[src/rtl/nand_bank_filt.sv]
// nand_bank_filt
// ----------------------------------------------------------------------------
// Bank of NCH independent NIN-input NAND channels. Each channel has an
// enable, an optional input synchroniser and a deglitch filter. A channel's
// output follows its NAND result only after that result has disagreed with the
// output for FILT consecutive enabled edges. Every output comes from a flop.
//
// Build option:
//   NAND_BANK_SYNC_EN  defined   -> a 2-flop synchroniser sits on every input
//                                   bit, for inputs asynchronous to CELCLK.
//                      undefined -> the NAND is taken straight from i. In this
//                                   case the inputs must be synchronous to
//                                   CELCLK.
//
// Parameters:
//   NCH   number of channels (1..16)
//   NIN   inputs per channel (2..8)
//   FILT  number of consecutive disagreeing edges needed before o follows the
//         NAND result (1..255)
//
// Ports:
//   CELCLK   block clock; all state changes on the rising edge
//   CELRSTN  synchronous active-low reset
//   CELV     supply tie (passed through for netlisting only; no logic)
//   CELG     ground tie (passed through for netlisting only; no logic)
//   SUB      substrate tie (passed through for netlisting only; no logic)
//   i        channel inputs; channel c uses i[c*NIN +: NIN]
//   en       per-channel enable; while low the channel holds o=1
//   o        filtered, registered NAND outputs
//   chg      one-cycle pulse on the edge where the matching o toggles
// ----------------------------------------------------------------------------
module nand_bank_filt #(
    parameter int NCH  = 4,
    parameter int NIN  = 2,
    parameter int FILT = 3
) (
    input  logic               CELCLK,
    input  logic               CELRSTN,
    input  logic               CELV,
    input  logic               CELG,
    input  logic               SUB,
    input  logic [NCH*NIN-1:0] i,
    input  logic [NCH-1:0]     en,
    output logic [NCH-1:0]     o,
    output logic [NCH-1:0]     chg
);

    localparam int            CW       = $clog2(FILT + 1);
    localparam logic [CW-1:0] CNT_LAST = CW'(FILT - 1);

    // The tie pins have no logic function. They are gathered here so the
    // port list stays complete without leaving dangling inputs.
    logic unused_ties;
    assign unused_ties = ^{CELV, CELG, SUB};

    genvar gi;
    generate
        for (gi = 0; gi < NCH; gi++) begin : g_ch
            logic [NIN-1:0] samp;
            logic           raw;
            logic [CW-1:0]  cnt_reg, cnt_next;
            logic           o_reg, o_next;
            logic           chg_reg, chg_next;

`ifdef NAND_BANK_SYNC_EN
            logic [NIN-1:0] s1_reg, s2_reg;

            // The synchroniser keeps sampling while the channel is disabled.
            // Only reset clears it.
            always_ff @(posedge CELCLK) begin
                if (!CELRSTN) begin
                    s1_reg <= '0;
                    s2_reg <= '0;
                end else begin
                    s1_reg <= i[gi*NIN +: NIN];
                    s2_reg <= s1_reg;
                end
            end

            assign samp = s2_reg;
`else
            assign samp = i[gi*NIN +: NIN];
`endif

            assign raw = ~&samp;

            // cnt holds the number of consecutive edges on which raw has
            // disagreed with o. On the FILT-th such edge, o takes the new
            // value and cnt restarts, so cnt never reaches FILT. This means
            // no wrap-around guard is needed.
            always_comb begin
                cnt_next = '0;
                o_next   = o_reg;
                chg_next = 1'b0;
                if (!en[gi]) begin
                    // A forced return to 1 is not a filtered toggle, so it
                    // does not produce a chg pulse.
                    o_next = 1'b1;
                end else if (raw != o_reg) begin
                    if (cnt_reg == CNT_LAST) begin
                        o_next   = raw;
                        chg_next = 1'b1;
                    end else begin
                        cnt_next = cnt_reg + 1'b1;
                    end
                end
            end

            always_ff @(posedge CELCLK) begin
                if (!CELRSTN) begin
                    cnt_reg <= '0;
                    o_reg   <= 1'b1;    // NAND of the all-zero reset inputs
                    chg_reg <= 1'b0;
                end else begin
                    cnt_reg <= cnt_next;
                    o_reg   <= o_next;
                    chg_reg <= chg_next;
                end
            end

            assign o[gi]   = o_reg;
            assign chg[gi] = chg_reg;
        end
    endgenerate

endmodule
[config.mk]
export PLATFORM = sky130hd
export DESIGN_NAME = nand_bank_filt
export DESIGN_NICKNAME = d
export VERILOG_FILES = /design/src/rtl/nand_bank_filt.sv
export SDC_FILE = /design/constraint.sdc
export NUM_CORES = 1
export LEC_CHECK = 0
export CORE_UTILIZATION = 43
export CTS_CLUSTER_DIAMETER = 150
export DETAILED_ROUTE_END_ITERATION = 8
export PLACE_DENSITY = 0.88
export SYNTH_ARGS = -nofsm -noshare
export SYNTH_HDL_FRONTEND = slang
export SYNTH_SLANG_ARGS = --single-unit
[constraint.sdc]
create_clock -name CELCLK -period 1.3 [get_ports CELCLK]
set_input_delay 0.13 -clock CELCLK [delete_from_list [all_inputs] [get_ports CELCLK]]
set_output_delay 0.13 -clock CELCLK [all_outputs]
set_load 0.02 [all_outputs]
# --- Word level (Yosys, flattened, before mapping) ---
# Cells that the tools add are included.
word_totals:
  register_bits: 16
  latch_bits: 0
  ramBits: 0
  mem_bits_ro: 0
  in_bits: 17
  out_inout_bits: 8
  word_cells: 61
  mem_count: 0
classes:
  addsub: 4
  mul: 0
  n_div: 0
  magnitude_cmp: 0
  n_eq_ne: 8
  n_shift: 0
  n_mux: 4
  n_bitwise: 9
  n_reduce_logical: 24
op_table:
  columns: ["cell", "n"]
  rows:
  - ["$reduce_and A2 Y1", 12]
  - ["$reduce_or A4 Y1", 4]
  - ["$reduce_and A3 Y1", 4]
  - ["$not A1 Y1", 9]
  - ["$add A2 B1 Y2 const B", 4]
  - ["$eq A2 B2 Y1 const B", 4]
  - ["$logic_not A1 Y1", 4]
  - ["$mux W1", 4]
  - ["$ne A1 B1 Y1", 4]

# --- Logic depth before layout (Yosys ltp) ---
depth:
  depth_word: 5
  mapped_depth: 4
  depth_no_buf: 4

# --- Worst setup path after synthesis ---
# No wires, ideal clock.
synth_timing:
  path_kind: "register -> register"
  start: "register g_ch[0].cnt_reg[0]"
  end: "register g_ch[0].cnt_reg[1]"
  setup_ps: 96
  t_arrival_ps: 874
  required_time_ps: 1204
  path_slack_ps: 330
  stages_incl_launch_ff: 5
  n_path_buf: 0
  period_less_slack_ps: 970
  cell_sequence: "dfxtp_1 inv_1 ha_1 nor2_1 nor4b_1"
synth_between:
  elab_chain_len: 2
  elab_cells_between_ends: 3
  cone_classes: "add/sub (1); eq/ne (1); reduce/logical (1)"
synth_lines:
  columns: ["element", "line", "source"]
  rows:
  - ["start, declared", "61", "logic [CW-1:0] cnt_reg, cnt_next;"]
  - ["start signal, assigned", "115", "cnt_reg <= cnt_next;"]
  - ["$eq A2 B2 Y1", "100", "if (cnt_reg == CNT_LAST) begin"]
  - ["$reduce_or A4 Y1 (no source line)", null, null]
# Parallel ways exist; a longest one is shown, timed or not.
# A chain may end at the register's enable or synchronous reset.

# --- Worst setup path after layout ---
layout_timing:
  start: "register g_ch[0].o_reg"
  end: "output port o[0]"
layout_lines:
  columns: ["element", "line", "source"]
  rows:
  - ["start, declared", "62", "logic o_reg, o_next;"]
  - ["start signal, assigned", "116", "o_reg <= o_next;"]
  - ["end, declared", "44", "output logic [NCH-1:0] o,"]
# No word-level cell between the ends.

==> reports/metrics.yaml <==
run_status:
  run_status: "finished with violations"
  failed_checks: "DRC"
die:
  placementRows: 14
  initial_core_util_pct: 47.83
  die_width_microns: 43.65
  fp.dieArea_sq_um: 1905
  floorplan.core_area_sq_um: 1559
  boundaryPins: 25
  die_y_microns: 43.65
layout:
  fin_util_pct: 60.43
  antenna_cells_inserted: 0
  largest_reg_flops: 8
  nets: 115
  layout-area-overhead-vs-synth_pct: 26.34
  final_cell_mix: "16 x dfxtp_1, 13 x clkdlybuf4s50_1, 12 x nor2_1, 12 x nor4b_1, 8 x dlygate4sd2_1"
  stdcell_area_sq_um: 942.2
  layout.cells.most_common: "dfxtp_1"
  fillers: 128
  layout-drive-gt1-share_pct: 8.602
clocking:
  root_buffer: "clkbuf_4"
  tritoncts: "built"
  maximum_root_to_sink_buffer_count: 2
  clock_insertion_delay_at_the_later_pin_of_the_skew_report_ns: 0.28
  cts_hold_repair.buffers: 0
  number_of_buffers_inserted_during_clock_tree_synthesis: 3
  cts_htree_levels: 1
  clock_sinks: 16
  cts.repair_timing.setup_buffer_count: 0
  clkTransAtPathRegs_ns: 0.09
grt:
  grt_antenna_before_repair: 0
  grt_max_degree: 10
  global_route_wire_length_before_repair_microns: 2083
  track_usage_pct: 15.16
  gr-total-overflow: 0
  vias_in_the_first_global_route: 510
timing:
  timing.final.max_slew_violations: 0
  report.final.setup_viol: 0
  hold_slack_ns: 0.4772
  slew_headroom_pct: 80.10
  finalCritPeriodShare_pct: 88.35
  rsz_0062_raised_after_global_routing: "false"
  tightest_slew_ns: 0.2944
  tns_ns: 0
  skew_ns: 0.003481
  hold_violations: 0
  maxClockFrequency_mhz: 870.7
  layout_min_cycle_time_ns: 1.149
yosys:
  area_share_of_and_or_nand_nor_cells_after_synthesis_pct: 30.20
  mappedNetlistArea_sq_um: 745.7
  synth-compound-area-share_pct: 10.07
  synthAdderAreaFrac_pct: 6.711
  synth.net_count: 97
  ys_ff_latch: 16
  muxShareOfSynthArea_pct: 0
  portion_of_the_post_synthesis_area_used_by_sequential_elements_pct: 42.95
  synthDistinctLibCells: 11
  synth_top_family_by_area: "simple AND/OR/NAND/NOR gates"
  ys.warnings.count: 0
  synth_xor_area_share_pct: 0
  synth.avg_cell_area_sq_um: 9.812
  netlist_instances: 76
power_and_ir_drop:
  ir_worst_vdd_mv: 0.5651
  total_power_w: 0.0008973
  p_leak_nw: 0.4243
  power_density_nw_per_um2: 952.4
worst_setup_path:
  path_class: "reg -> out"
  path_buf_inv: 1
  critical-path-top-delay-family: "flip-flops"
  crit_path_top_delay_cell: "dfxtp_1"
  timing.critical_path.from_type: "register"
  worst-endpoint-required_ns: 1.17
  critical_path.max_stage_delay_ns: 0.38
  critical_path.cell_chain: "dlygate4sd2_1"
  cp-end-kind: "output pin"
  critical_path_arrival_ns: 1.02
  cp_max_fo: 4
hold_path:
  worst_hold_path_type: "in -> reg"
detailed_routing:
  wl_per_cell_microns: 12.17
  first_pass_iteration_count_of_the_detailed_router: 6
  detail_route.drc_violations: 3
  avgViaCountPerCell: 5.385
  antenna_violating_nets_post_route: 0
  route.final.wire_length_microns: 1326
  vias: 587
  drtIter0Drc: 11
place:
  io_buffer_count: 21
  gp_routability_congestion: 0.7947
  place_area_sq_um: 915.9
  post-dp-hpwl_microns: 997.1
flow_run:
  drv_cap: 0
==> path summary, 6_finish.rpt <==
check	from	end	slack, ns	cells past startpoint
worst max register to register	g_ch[2].cnt_reg[0]$_SDFF_PP0_	g_ch[2].cnt_reg[1]$_SDFF_PP0_	0.23	4
worst max-delay path	g_ch[0].o_reg$_SDFFE_PN1P_	o[0]	0.15	1
worst min register to register	g_ch[3].o_reg$_SDFFE_PN1P_	g_ch[3].o_reg$_SDFFE_PN1P_	0.54	2
worst min-delay path	en[0]	g_ch[0].cnt_reg[1]$_SDFF_PP0_	0.48	3
==> stage by stage <==
stage	std cells	setup slack [ns]
floorplan	76	0.3303
global placement	105	0.1110
detailed placement	105	0.04967
CTS	109	0.1415
global route	109	0.05350
finish	109	0.1515
==> worst register-to-register path, cell delays in order, from the launching register on <==
cell     delay (ns)
dfxtp_1        0.34
inv_1          0.05
ha_1           0.29
nor2_1         0.09
nor4b_1        0.21
==> where the power goes <==
part            total, W  internal, W  switching [W]
Sequential      0.000495     0.000494     0.00000177
Clock           0.000323     0.000170       0.000152
Combinational  0.0000793    0.0000486      0.0000307
Total           0.000897     0.000712       0.000185
==> Yosys cell counts <==
cell,count,area share (%)
dfxtp_1,16,43
o21bai_1,4,4.0
buf_4,8,8.1
and3b_1,4,4.7
nor4b_1,12,14
inv_1,4,2.0
a21boi_2,4,6.0
ha_1,4,6.7
and3_1,4,3.4
nor2_1,12,6.0
nand2_1,4,2.0
==> layout make-up <==
class / count / area (sq um) / area share [%]
well taps: 16 / 20.02 / 2.125
repair buffers: 21 / 200.2 / 21.25
multi-input cells: 48 / 350.3 / 37.18
clock buffers: 4 / 36.28 / 3.851
flip-flops and latches: 16 / 320.3 / 34.00
inverters: 4 / 15.01 / 1.594
==> cells by family after synthesis <==
family                     Yosys count
AOI/OAI and AO/OA                    8
adders and majority gates            4
buffers and inverters               12
DFF                                 16
and+or+nand+nor                     36
==> metal layers <==
layer / track usage, % / part of all wire, % / vias up
met2: 24.48 / 49 / 14
li1: - / - / 298
met3: 3.750 / 4.8 / 2
met5: 0 / 0 / -
met4: 9.375 / 1.7 / 0
met1: 17.97 / 44 / 273
==> timing repair <==
item	4_1_cts	5_1_grt
endpoints found under the hold margin	0	0
setup endpoints to repair	8	0
gates resized for setup	8	0
(Power assumes the default switching activity.)
